--- src/rtl/bcrypt_proxy_link_pkg.sv ---
// Shared definitions for the bcrypt proxy link: control codes carried on the
// shared ctrl bus, the TX/RX state encodings and fixed RX timing.
package bcrypt_proxy_link_pkg;

  // Control code driven alongside din to every proxy.
  typedef enum logic [1:0] {
    CtrlNone      = 2'd0,
    CtrlDataStart = 2'd1,
    CtrlInitStart = 2'd2,
    CtrlEnd       = 2'd3
  } ctrl_e;

  typedef enum logic [1:0] {
    TxIdle,
    TxHdr,
    TxData,
    TxHold
  } tx_state_e;

  typedef enum logic [2:0] {
    RxPoll,
    RxReq,
    RxWait,
    RxShift,
    RxGap
  } rx_state_e;

  // Idle cycles after each result read; covers the proxy's read-tail delay.
  localparam int unsigned RxGapCycles = 10;

endpackage

--- src/rtl/bcrypt_proxy_link_rx.sv ---
// Result path of the bcrypt proxy link. Polls proxy empty flags round-robin,
// issues a one-cycle rd_en, waits out the proxy's output latency and shifts
// the serial dout stream into a result word (first bit ends up in the MSB).
//
// Ports:
//   clk_i, rst_i   clock, asynchronous active-high reset
//   empty_i        per-proxy "no result" flags
//   dout_i         per-proxy serial result bit
//   rd_en_o        per-proxy read request (one-cycle pulse)
//   res_data_o     assembled result word
//   res_proxy_o    index of the proxy that produced res_data_o
//   res_valid_o    res_data_o/res_proxy_o valid, held until res_rd_i
//   res_rd_i       consume the held result
module bcrypt_proxy_link_rx
  import bcrypt_proxy_link_pkg::*;
#(
  parameter int unsigned NumProxies = 2,
  parameter int unsigned OutBits    = 32,
  parameter int unsigned OutLatency = 3
) (
  input  logic                  clk_i,
  input  logic                  rst_i,
  input  logic [NumProxies-1:0] empty_i,
  input  logic [NumProxies-1:0] dout_i,
  output logic [NumProxies-1:0] rd_en_o,
  output logic [OutBits-1:0]    res_data_o,
  output logic [3:0]            res_proxy_o,
  output logic                  res_valid_o,
  input  logic                  res_rd_i
);

  localparam int unsigned IdxW = (NumProxies > 1) ? $clog2(NumProxies) : 1;
  localparam logic [IdxW-1:0] LastIdx = IdxW'(NumProxies - 1);

  rx_state_e          state_q;
  logic [IdxW-1:0]    idx_q;
  logic [IdxW-1:0]    idx_next;
  logic [15:0]        cnt_q;
  logic [OutBits-1:0] data_q;
  logic [3:0]         proxy_q;
  logic               valid_q;

  assign idx_next = (idx_q == LastIdx) ? '0 : idx_q + IdxW'(1);

  always_ff @(posedge clk_i or posedge rst_i) begin
    if (rst_i) begin
      state_q <= RxPoll;
      idx_q   <= '0;
      cnt_q   <= '0;
      data_q  <= '0;
      proxy_q <= '0;
      valid_q <= 1'b0;
    end else begin
      if (valid_q && res_rd_i) begin
        valid_q <= 1'b0;
      end
      case (state_q)
        // A held result freezes the scan so no read can complete on top of it.
        RxPoll: begin
          if (!valid_q) begin
            if (!empty_i[idx_q]) begin
              state_q <= RxReq;
            end else begin
              idx_q <= idx_next;
            end
          end
        end
        RxReq: begin
          cnt_q   <= 16'(OutLatency);
          state_q <= RxWait;
        end
        RxWait: begin
          if (cnt_q <= 16'd1) begin
            cnt_q   <= '0;
            state_q <= RxShift;
          end else begin
            cnt_q <= cnt_q - 16'd1;
          end
        end
        // cnt_q counts received bits here; the word shifts in MSB-first.
        RxShift: begin
          data_q <= {data_q[OutBits-2:0], dout_i[idx_q]};
          if (cnt_q == 16'(OutBits - 1)) begin
            valid_q <= 1'b1;
            proxy_q <= 4'(idx_q);
            idx_q   <= idx_next;
            cnt_q   <= 16'(RxGapCycles - 1);
            state_q <= RxGap;
          end else begin
            cnt_q <= cnt_q + 16'd1;
          end
        end
        RxGap: begin
          if (cnt_q == '0) begin
            state_q <= RxPoll;
          end else begin
            cnt_q <= cnt_q - 16'd1;
          end
        end
        default: state_q <= RxPoll;
      endcase
    end
  end

  assign rd_en_o     = (state_q == RxReq) ? (NumProxies'(1) << idx_q) : '0;
  assign res_data_o  = data_q;
  assign res_proxy_o = proxy_q;
  assign res_valid_o = valid_q;

endmodule

--- src/rtl/bcrypt_proxy_link.sv ---
// Arbiter-side peer of the bcrypt proxy interface.
// TX: pulls whole packets from a first-word-fall-through byte source, picks the
// target proxy set (all init-ready proxies for init packets, round-robin over
// crypt-ready proxies for data packets) and drives the shared din/ctrl bus with
// a one-cycle per-proxy wr_en header. RX lives in bcrypt_proxy_link_rx.
//
// Ports:
//   clk_i, rst_i        clock, asynchronous active-high reset
//   src_*_i / src_rd_o  FWFT byte source (data, init flag, last flag, empty) and pop
//   din_o, ctrl_o       shared byte bus and control code to all proxies
//   wr_en_o             per-proxy packet start strobe
//   init_ready_i        per-proxy "can accept init packet"
//   crypt_ready_i       per-proxy "can accept data packet"
//   rd_en_o, empty_i,
//   dout_i              proxy result read interface
//   res_*               result word, source proxy index, valid, consume
//   err_underrun_o      sticky: source ran dry in the middle of a packet
module bcrypt_proxy_link
  import bcrypt_proxy_link_pkg::*;
#(
  parameter int unsigned NumProxies   = 2,
  parameter int unsigned OutBits      = 32,
  parameter int unsigned OutLatency   = 3,
  parameter int unsigned ReadyHoldoff = 4
) (
  input  logic                  clk_i,
  input  logic                  rst_i,
  input  logic [7:0]            src_data_i,
  input  logic                  src_init_i,
  input  logic                  src_last_i,
  input  logic                  src_empty_i,
  output logic                  src_rd_o,
  output logic [7:0]            din_o,
  output logic [1:0]            ctrl_o,
  output logic [NumProxies-1:0] wr_en_o,
  input  logic [NumProxies-1:0] init_ready_i,
  input  logic [NumProxies-1:0] crypt_ready_i,
  output logic [NumProxies-1:0] rd_en_o,
  input  logic [NumProxies-1:0] empty_i,
  input  logic [NumProxies-1:0] dout_i,
  output logic [OutBits-1:0]    res_data_o,
  output logic [3:0]            res_proxy_o,
  output logic                  res_valid_o,
  input  logic                  res_rd_i,
  output logic                  err_underrun_o
);

  localparam int unsigned IdxW = (NumProxies > 1) ? $clog2(NumProxies) : 1;
  localparam logic [IdxW-1:0] LastIdx = IdxW'(NumProxies - 1);

  tx_state_e             tx_state_q;
  logic [NumProxies-1:0] target_q;
  logic [IdxW-1:0]       tgt_idx_q;
  logic                  init_q;
  logic [IdxW-1:0]       rr_ptr_q;
  logic [15:0]           hold_cnt_q;
  logic                  err_q;

  logic                  rr_found;
  logic [IdxW-1:0]       rr_idx;
  logic [IdxW-1:0]       cand;

  // First crypt-ready proxy at or after rr_ptr_q, wrapping.
  always_comb begin
    rr_found = 1'b0;
    rr_idx   = rr_ptr_q;
    cand     = rr_ptr_q;
    for (int unsigned i = 0; i < NumProxies; i++) begin
      if (!rr_found && crypt_ready_i[cand]) begin
        rr_found = 1'b1;
        rr_idx   = cand;
      end
      cand = (cand == LastIdx) ? '0 : cand + IdxW'(1);
    end
  end

  always_ff @(posedge clk_i or posedge rst_i) begin
    if (rst_i) begin
      tx_state_q <= TxIdle;
      target_q   <= '0;
      tgt_idx_q  <= '0;
      init_q     <= 1'b0;
      rr_ptr_q   <= '0;
      hold_cnt_q <= '0;
      err_q      <= 1'b0;
    end else begin
      case (tx_state_q)
        TxIdle: begin
          if (!src_empty_i) begin
            if (src_init_i) begin
              if (|init_ready_i) begin
                target_q   <= init_ready_i;
                init_q     <= 1'b1;
                tx_state_q <= TxHdr;
              end
            end else if (rr_found) begin
              target_q   <= NumProxies'(1) << rr_idx;
              tgt_idx_q  <= rr_idx;
              init_q     <= 1'b0;
              tx_state_q <= TxHdr;
            end
          end
        end
        TxHdr: begin
          if (!init_q) begin
            rr_ptr_q <= (tgt_idx_q == LastIdx) ? '0 : tgt_idx_q + IdxW'(1);
          end
          tx_state_q <= TxData;
        end
        // An empty source mid-packet emits a zero filler byte and flags it.
        TxData: begin
          if (src_empty_i) begin
            err_q <= 1'b1;
          end else if (src_last_i) begin
            hold_cnt_q <= 16'(ReadyHoldoff - 1);
            tx_state_q <= TxHold;
          end
        end
        // Proxies need a few cycles after CtrlEnd before their ready flags drop.
        TxHold: begin
          if (hold_cnt_q == '0) begin
            tx_state_q <= TxIdle;
          end else begin
            hold_cnt_q <= hold_cnt_q - 16'd1;
          end
        end
        default: tx_state_q <= TxIdle;
      endcase
    end
  end

  // Bytes pass straight from the FWFT head so the stream has no gaps.
  always_comb begin
    wr_en_o  = '0;
    ctrl_o   = CtrlNone;
    din_o    = '0;
    src_rd_o = 1'b0;
    case (tx_state_q)
      TxHdr: begin
        wr_en_o = target_q;
        ctrl_o  = init_q ? CtrlInitStart : CtrlDataStart;
      end
      TxData: begin
        if (!src_empty_i) begin
          din_o    = src_data_i;
          src_rd_o = 1'b1;
          ctrl_o   = src_last_i ? CtrlEnd : CtrlNone;
        end
      end
      default: ;
    endcase
  end

  assign err_underrun_o = err_q;

  bcrypt_proxy_link_rx #(
    .NumProxies (NumProxies),
    .OutBits    (OutBits),
    .OutLatency (OutLatency)
  ) u_rx (
    .clk_i       (clk_i),
    .rst_i       (rst_i),
    .empty_i     (empty_i),
    .dout_i      (dout_i),
    .rd_en_o     (rd_en_o),
    .res_data_o  (res_data_o),
    .res_proxy_o (res_proxy_o),
    .res_valid_o (res_valid_o),
    .res_rd_i    (res_rd_i)
  );

endmodule
--- config.mk ---
export PLATFORM = sky130hd
export DESIGN_NAME = bcrypt_proxy_link
export DESIGN_NICKNAME = d
export VERILOG_FILES = /design/src/rtl/bcrypt_proxy_link_pkg.sv /design/src/rtl/bcrypt_proxy_link_rx.sv /design/src/rtl/bcrypt_proxy_link.sv
export SDC_FILE = /design/constraint.sdc
export NUM_CORES = 1
export LEC_CHECK = 0
export CELL_PAD_IN_SITES_DETAIL_PLACEMENT = 0
export CELL_PAD_IN_SITES_GLOBAL_PLACEMENT = 2
export CORE_ASPECT_RATIO = 1.1
export CORE_MARGIN = 2
export CORE_UTILIZATION = 34
export CTS_CLUSTER_DIAMETER = 200
export DETAILED_ROUTE_END_ITERATION = 6
export PLACE_DENSITY_LB_ADDON = 0.1
export REMOVE_ABC_BUFFERS = 1
export SYNTH_ARGS = -nofsm -noshare
export SYNTH_HDL_FRONTEND = slang
export SYNTH_SLANG_ARGS = --single-unit
--- constraint.sdc ---
create_clock -name clk_i -period 6.8 [get_ports clk_i]
set_input_delay 1.02 -clock clk_i [delete_from_list [all_inputs] [get_ports clk_i]]
set_output_delay 1.02 -clock clk_i [all_outputs]
set_load 0.005 [all_outputs]
==> impl_metrics.env <==
export IMPL_crit_family="buffers and inverters"
export IMPL_fin_skew_ns=0.00482
export IMPL_ioPinCount=75
export IMPL_crit_slowest_cell="clkdlybuf4s50_1"
export IMPL_cts_tree="done"
export IMPL_slew_viol_final=0
export IMPL_drive_above_1_share=0.0593
export IMPL_ys_top_cells_by_area="dfrtp_1 45%, nand2_1 11%, o21ai_0 4.2%, nor2_1 3.7%, ha_1 2.6%"
export IMPL_diodes=0
export IMPL_power_density_mw_per_mm2=292
export IMPL_critPathKind="primary input to primary output"
export IMPL_numCtsBuffers=9
export IMPL_met2_wirelength_um=5370
export IMPL_vias=3707
export IMPL_die_height_um=122
export IMPL_crit_fanout=9
export IMPL_ant_nets=0
export IMPL_synth_common_cells="125 x nand2_1, 78 x dfrtp_1, 43 x nor2_1"
export IMPL_fmaxAchievable_ghz=0.280
export IMPL_synth_warnings=0
export IMPL_area_growth_pct=25.7
export IMPL_regArea_mm2=0.00195
export IMPL_final_cells=730
export IMPL_period_minus_slack_ns=3.57
export IMPL_cts_resized=0
export IMPL_drtIter0Drc=232
export IMPL_fin_setup_tns_ns=0
export IMPL_cts_root_buf="clkbuf_16"
export IMPL_met3_wirelength_um=359
export IMPL_synth_area_leader_cell="dfrtp_1"
export IMPL_grt_pass1_wl_um=18200
export IMPL_power_leakage_nw=2.36
export IMPL_hold_path_class="flip-flop to flip-flop"
export IMPL_cts_sinks=78
export IMPL_required_ns=5.78
export IMPL_arrival_ns=2.55
export IMPL_setup_viol=0
export IMPL_timing_hold_ws_ns=0.451
export IMPL_fp_dieArea_mm2=0.0136
export IMPL_drt_wl_total_um=11000
export IMPL_rows=43
export IMPL_clkLatencyLatePin_ns=0.34
export IMPL_worst_path_most_repeated_cell="clkdlybuf4s50_1"
export IMPL_post_synth_top_count_cell="nand2_1"
export IMPL_hold_viol=0
export IMPL_crit_path_cell_trace="clkdlybuf4s50_1 -> nor2b_1 -> and2_1 -> clkdlybuf4s50_1"
export IMPL_synth_area_mm2=0.00431
export IMPL_multi_input_area_mm2=0.00219
export IMPL_wl_per_cell_um=15.1
export IMPL_clk_path_buf_depth=2
export IMPL_async_flop_share=1.00
export IMPL_viasPerCell=5.08
export IMPL_ys_seq_area_frac=0.453
export IMPL_grt_ovfl_total=0
export IMPL_die_width_um=111
export IMPL_synth_ff_type="dfrtp_1"
export IMPL_cts_setup_buffers=0
export IMPL_status="completed"
export IMPL_cp_num_buf_inv=2
export IMPL_critPathMaxStageDelay_ns=0.49
export IMPL_nets=599
export IMPL_ys_ff_latch=78
export IMPL_rrSetupSlack_ns=3.73
export IMPL_ctsHtreeMaxLevel=3
export IMPL_worst_setup_path_end_kind="primary output"
export IMPL_finalCritPeriodShare=0.524
export IMPL_synth_cell_types=54
export IMPL_synthCells=507
export IMPL_core_area_mm2=0.0125
export IMPL_port_buffers=71
export IMPL_hold_buffers=0
export IMPL_dp_cells=714
export IMPL_synth_edff_count=0
export IMPL_top_layer_used="met4"
export IMPL_start_util=0.345
export IMPL_maxCapViolCount=0
export IMPL_grt_usage=0.169
export IMPL_grt_max_degree=79
export IMPL_synthDominantCellAreaShare=0.453
export IMPL_crit_path_start_kind="primary input"
export IMPL_rsz0062_at_grt="no"
export IMPL_clkTransAtPathRegs_ns=0.06
export IMPL_antenna_found_initial=0
export IMPL_dr_pass1_iters=5
export IMPL_hpwl_um=7510
export IMPL_drt_met1_wl_um=5150
export IMPL_place_congestion=0.801
export IMPL_avgSynthCellArea_um2=8.50
export IMPL_grt_pass1_vias=3529
export IMPL_worst_pin_slew_ns=1.14
export IMPL_peakVddDrop_uv=139
export IMPL_relSlewSlack=0.232
export IMPL_drc=0
export IMPL_nFillCells=1262
## sequential cells by signal (all words and copies together) (netlist names)
| name | count |
|---|---|
| init_q | 1 |
| u_rx.state_q | 3 |
| rr_ptr_q | 1 |
| u_rx.res_data_o | 32 |
| u_rx.res_valid_o | 1 |
| tgt_idx_q | 1 |
| err_underrun_o | 1 |
| target_q | 2 |
| tx_state_q | 2 |
| u_rx.res_proxy_o | 1 |
| u_rx.cnt_q | 16 |
| u_rx.idx_q | 1 |
| hold_cnt_q | 16 |
## worst paths after layout
| check | from | endpoint | cells past startpoint |
|---|---|---|---|
| worst max-delay path | src_empty_i | din_o[5] | 4 |
| worst min-delay path | tgt_idx_q | rr_ptr_q | 1 |
| worst max register to register | u_rx.cnt_q[1] | u_rx.cnt_q[12] | 8 |
| worst min register to register | tgt_idx_q | rr_ptr_q | 1 |
| max in group asynchronous | rst_i | u_rx.res_data_o[1] | 3 |
| min in group asynchronous | rst_i | u_rx.res_data_o[30] | 3 |
## layout make-up
cell class	instances	share of cell area
Multi-Input combinational cell	391	0.405
Tap cell	157	0.0363
Timing Repair Buffer	75	0.137
Sequential cell	78	0.360
Clock inverter	4	0.00878
Clock buffer	12	0.0437
Inverter	13	0.00901
## stage by stage
stage	instance area, µm²	worst slack [ns]	util	total power [mW]
CTS	5420	3.21	0.434	1.61
global route	5420	3.06	0.434	1.70
floorplan	4190	3.78	-	0.937
global placement	5130	3.27	0.411	1.11
finish	5420	3.23	0.434	1.58
detailed placement	5130	3.22	0.411	1.12
## layer usage
metal  track usage  vias up
met1         0.221     1776
met4        0.0610        0
li1              -     1860
met3        0.0323       10
met5             0        -
met2         0.281       61
## power breakdown
part / leakage, nW / internal [mW] / switching, mW
Sequential: 0.972 / 0.545 / 0.0753
Clock: 0.137 / 0.283 / 0.189
Combinational: 1.25 / 0.224 / 0.264
Total: 2.36 / 1.05 / 0.528
## cell usage in the layout, fill, tap and decap left out, drive strengths merged, types with 2 or more instances in the layout
cell type / count
clkbuf: 12
clkinv: 2
or4: 5
nor4: 9
nor2b: 4
clkdlybuf4s50: 71
xor2: 2
ha: 9
nor3b: 3
nand3: 10
a21o: 3
a21boi: 4
nand2: 125
o21a: 4
conb: 3
mux2i: 2
a31oi: 3
o21ai: 38
a211oi: 6
or3: 6
buf: 4
nand2b: 5
nand4: 5
nor3: 16
mux2: 3
xnor2: 12
nor2: 43
and2: 14
a22oi: 4
o211ai: 3
dfrtp: 78
o31ai: 10
and3: 4
o221ai: 5
inv: 13
a21oi: 21
## cells by family after synthesis
logic type                 Yosys count  share of synthesized area
other                                1                   0.000870
adders and majority gates            9                     0.0261
buffers and inverters               40                     0.0398
AOI/OAI and AO/OA                  107                      0.163
and+or+nand+nor                    253                      0.276
muxes                                5                     0.0125
xor gates and xnor gates            14                     0.0285
DFF                                 78                      0.453
Power figures use the tool's default switching activity.
==> patch (same settings) <==
`NumProxies` is set to 2 in 2 places; all go to 1.
--- a/src/rtl/bcrypt_proxy_link_rx.sv
+++ b/src/rtl/bcrypt_proxy_link_rx.sv
@@ -14,7 +14,7 @@
 module bcrypt_proxy_link_rx
   import bcrypt_proxy_link_pkg::*;
 #(
-  parameter int unsigned NumProxies = 2,
+  parameter int unsigned NumProxies = 1,
   parameter int unsigned OutBits    = 32,
   parameter int unsigned OutLatency = 3
 ) (
--- a/src/rtl/bcrypt_proxy_link.sv
+++ b/src/rtl/bcrypt_proxy_link.sv
@@ -18,7 +18,7 @@
 module bcrypt_proxy_link
   import bcrypt_proxy_link_pkg::*;
 #(
-  parameter int unsigned NumProxies   = 2,
+  parameter int unsigned NumProxies   = 1,
   parameter int unsigned OutBits      = 32,
   parameter int unsigned OutLatency   = 3,
   parameter int unsigned ReadyHoldoff = 4
Ports: changed (6 resized); port bits go from 75 to 69. The function was not compared with the original's and may differ.
==> patch against the original RTL <==
Total power down 6.0%. Die area shrank 5.9%. Clock power grew 1%. Clock skew hardly changed. Synthesized area decreased by 6.1%. Sequential cell count decreased by 5. Hold slack better by 0.0023 ns. Worst setup slack worse by 0.048 ns. Wire length fell by 8.0%. Sequential share of layout area rose by 0.13 points. Non-clock buffer count decreased by 7. Global-route usage increased by 0.31 points. Cell area fell by 6.7%. First-iteration DRC count decreased by 29%. Critical endpoint unchanged. Highest routed layer unchanged.
==> patch: results (changes against the original RTL) <==
detailed_routing:
  drtPass1Iterations: 4  # -1
  drt_wl_total_um: 10200  # -8.0%
  drt_iter0_markers: 165  # -29%
  vias_per_cell: 5.07  # -0.23%
placement:
  gp_congestion: 0.743  # -7.3%
  port_buffers: 64  # -9.9%
  dp_cells: 662  # -7.3%
  placedInstanceArea_um2: 4750  # -7.3%
  place_hpwl_um: 6710  # -11%
layout:
  num-nets-final: 550  # -8.2%
  final_cells: 677  # -7.3%
  drive_above_1_share_pct: 6.64  # +0.71 points
  largest_reg_flops: 32  # unchanged
global_route:
  grtUsageMet2_pct: 27.4  # -0.73 points
  grt_max_degree: 74  # -6.3%
  gr-usage-all-layers_pct: 17.2  # +0.31 points
  grtUsageMet1_pct: 22.4  # +0.35 points
  grt_pass1_wl_um: 17100  # -6.0%
  use_met3_pct: 4.52  # +1.3 points
  grt_pass1_vias: 3340  # -5.4%
clock_network:
  cts_made_buffers: 9  # unchanged
  insertion_delay_ns: 0.34  # about the same
  h-tree-depth: 3  # unchanged
  post_cts_buffers: 0  # unchanged
  cts_resized: 0  # unchanged
  path_clk_slew_ns: 0.05
  clk_path_buf_depth: 2  # unchanged
logic_synthesis:
  syn_avg_cell_area_um2: 8.61  # +1.3%
  yosys_warnings: 0  # unchanged
  yosys-top-cells-area: "dfrtp_1 45%, nand2_1 10%, nor2_1 4.4%"
  synth_cell_types: 62  # +15%
  ys_async_sr_fraction_pct: 100  # unchanged
  seq_area_frac_synth_pct: 45.1  # -0.16 points
  synth_top_cells_by_count: "113 x nand2_1, 73 x dfrtp_1, 47 x nor2_1"
timing:
  clock_skew_ns: 0.00457  # -0.000246 ns
  worst_pin_slew_ns: 1.02  # -0.121 ns
status:
  status: "complete, no violations"
power:
  peakVddDrop_mv: 0.0999  # -28%
  p_leak_nw: 2.24  # -5.0%
  swShare_pct: 32.5  # -0.86 points
worst_hold_path:
  min-delay-path-class: "reg2reg"
## patch: logic make-up after synthesis
logic type               count (synthesis)  synth area share, %
AND/OR/NAND/NOR                        239                 27.6
AO/OA/AOI/OAI                           84                 14.2
flip-flops                              73                 45.1
buffers and inverters                   42                 5.22
XOR/XNOR                                18                 3.89
adder cells (fa/ha/maj)                  9                 2.78
multiplexers                             4                 1.05
other                                    1               0.0926
## patch: metal layers
metal	vias to the layer above	part of all wire, %
li1	1708	-
met1	1656	47
met2	51	48
met3	15	3.2
met4	0	1.7
met5	-	0
## patch: cell type report
cell class,count,area (µm²)
tap,150,188
sequential,73,1830
multi-input combinational,358,2020
inverter,13,48.8
clock buffer,10,239
fill,1126,6490
clock inverter,5,56.3
timing repair buffer,68,671
## patch: path summary, 6_finish.rpt
| path | from | to | slack, ns |
|---|---|---|---|
| hold / removal | err_underrun_o | err_underrun_o | 0.45 |
| setup reg to reg | u_rx.cnt_q[0] | u_rx.cnt_q[7] | 3.68 |
| max in group asynchronous | rst_i | hold_cnt_q[2] | 4.87 |
| hold reg to reg | err_underrun_o | err_underrun_o | 0.45 |
| min in group asynchronous | rst_i | u_rx.res_data_o[29] | 1.29 |
| setup / recovery | src_empty_i | din_o[5] | 3.19 |
## patch: worst max-delay path: stages
cell             delay, ns
clkdlybuf4s50_1       0.49
nor2b_1               0.39
and2_1                0.18
clkdlybuf4s50_1       0.51
## patch: through the flow
step | hold slack, ns | setup slack, ns
final | 0.453 | 3.19
after floorplan | 0.425 | 3.93
after detailed placement | 0.444 | 3.19
after global placement | 0.444 | 3.24
after global routing | 0.469 | 3.04
after CTS | 0.456 | 3.18
## patch: power by group through the flow
stage,logic (mW),clock network [mW],registers [mW]
2_1_floorplan,0.294,0,0.561
3_3_place_gp,0.443,0,0.574
3_5_place_dp,0.447,0,0.575
4_1_cts,0.448,0.493,0.568
5_1_grt,0.501,0.512,0.580
6_report,0.440,0.477,0.568
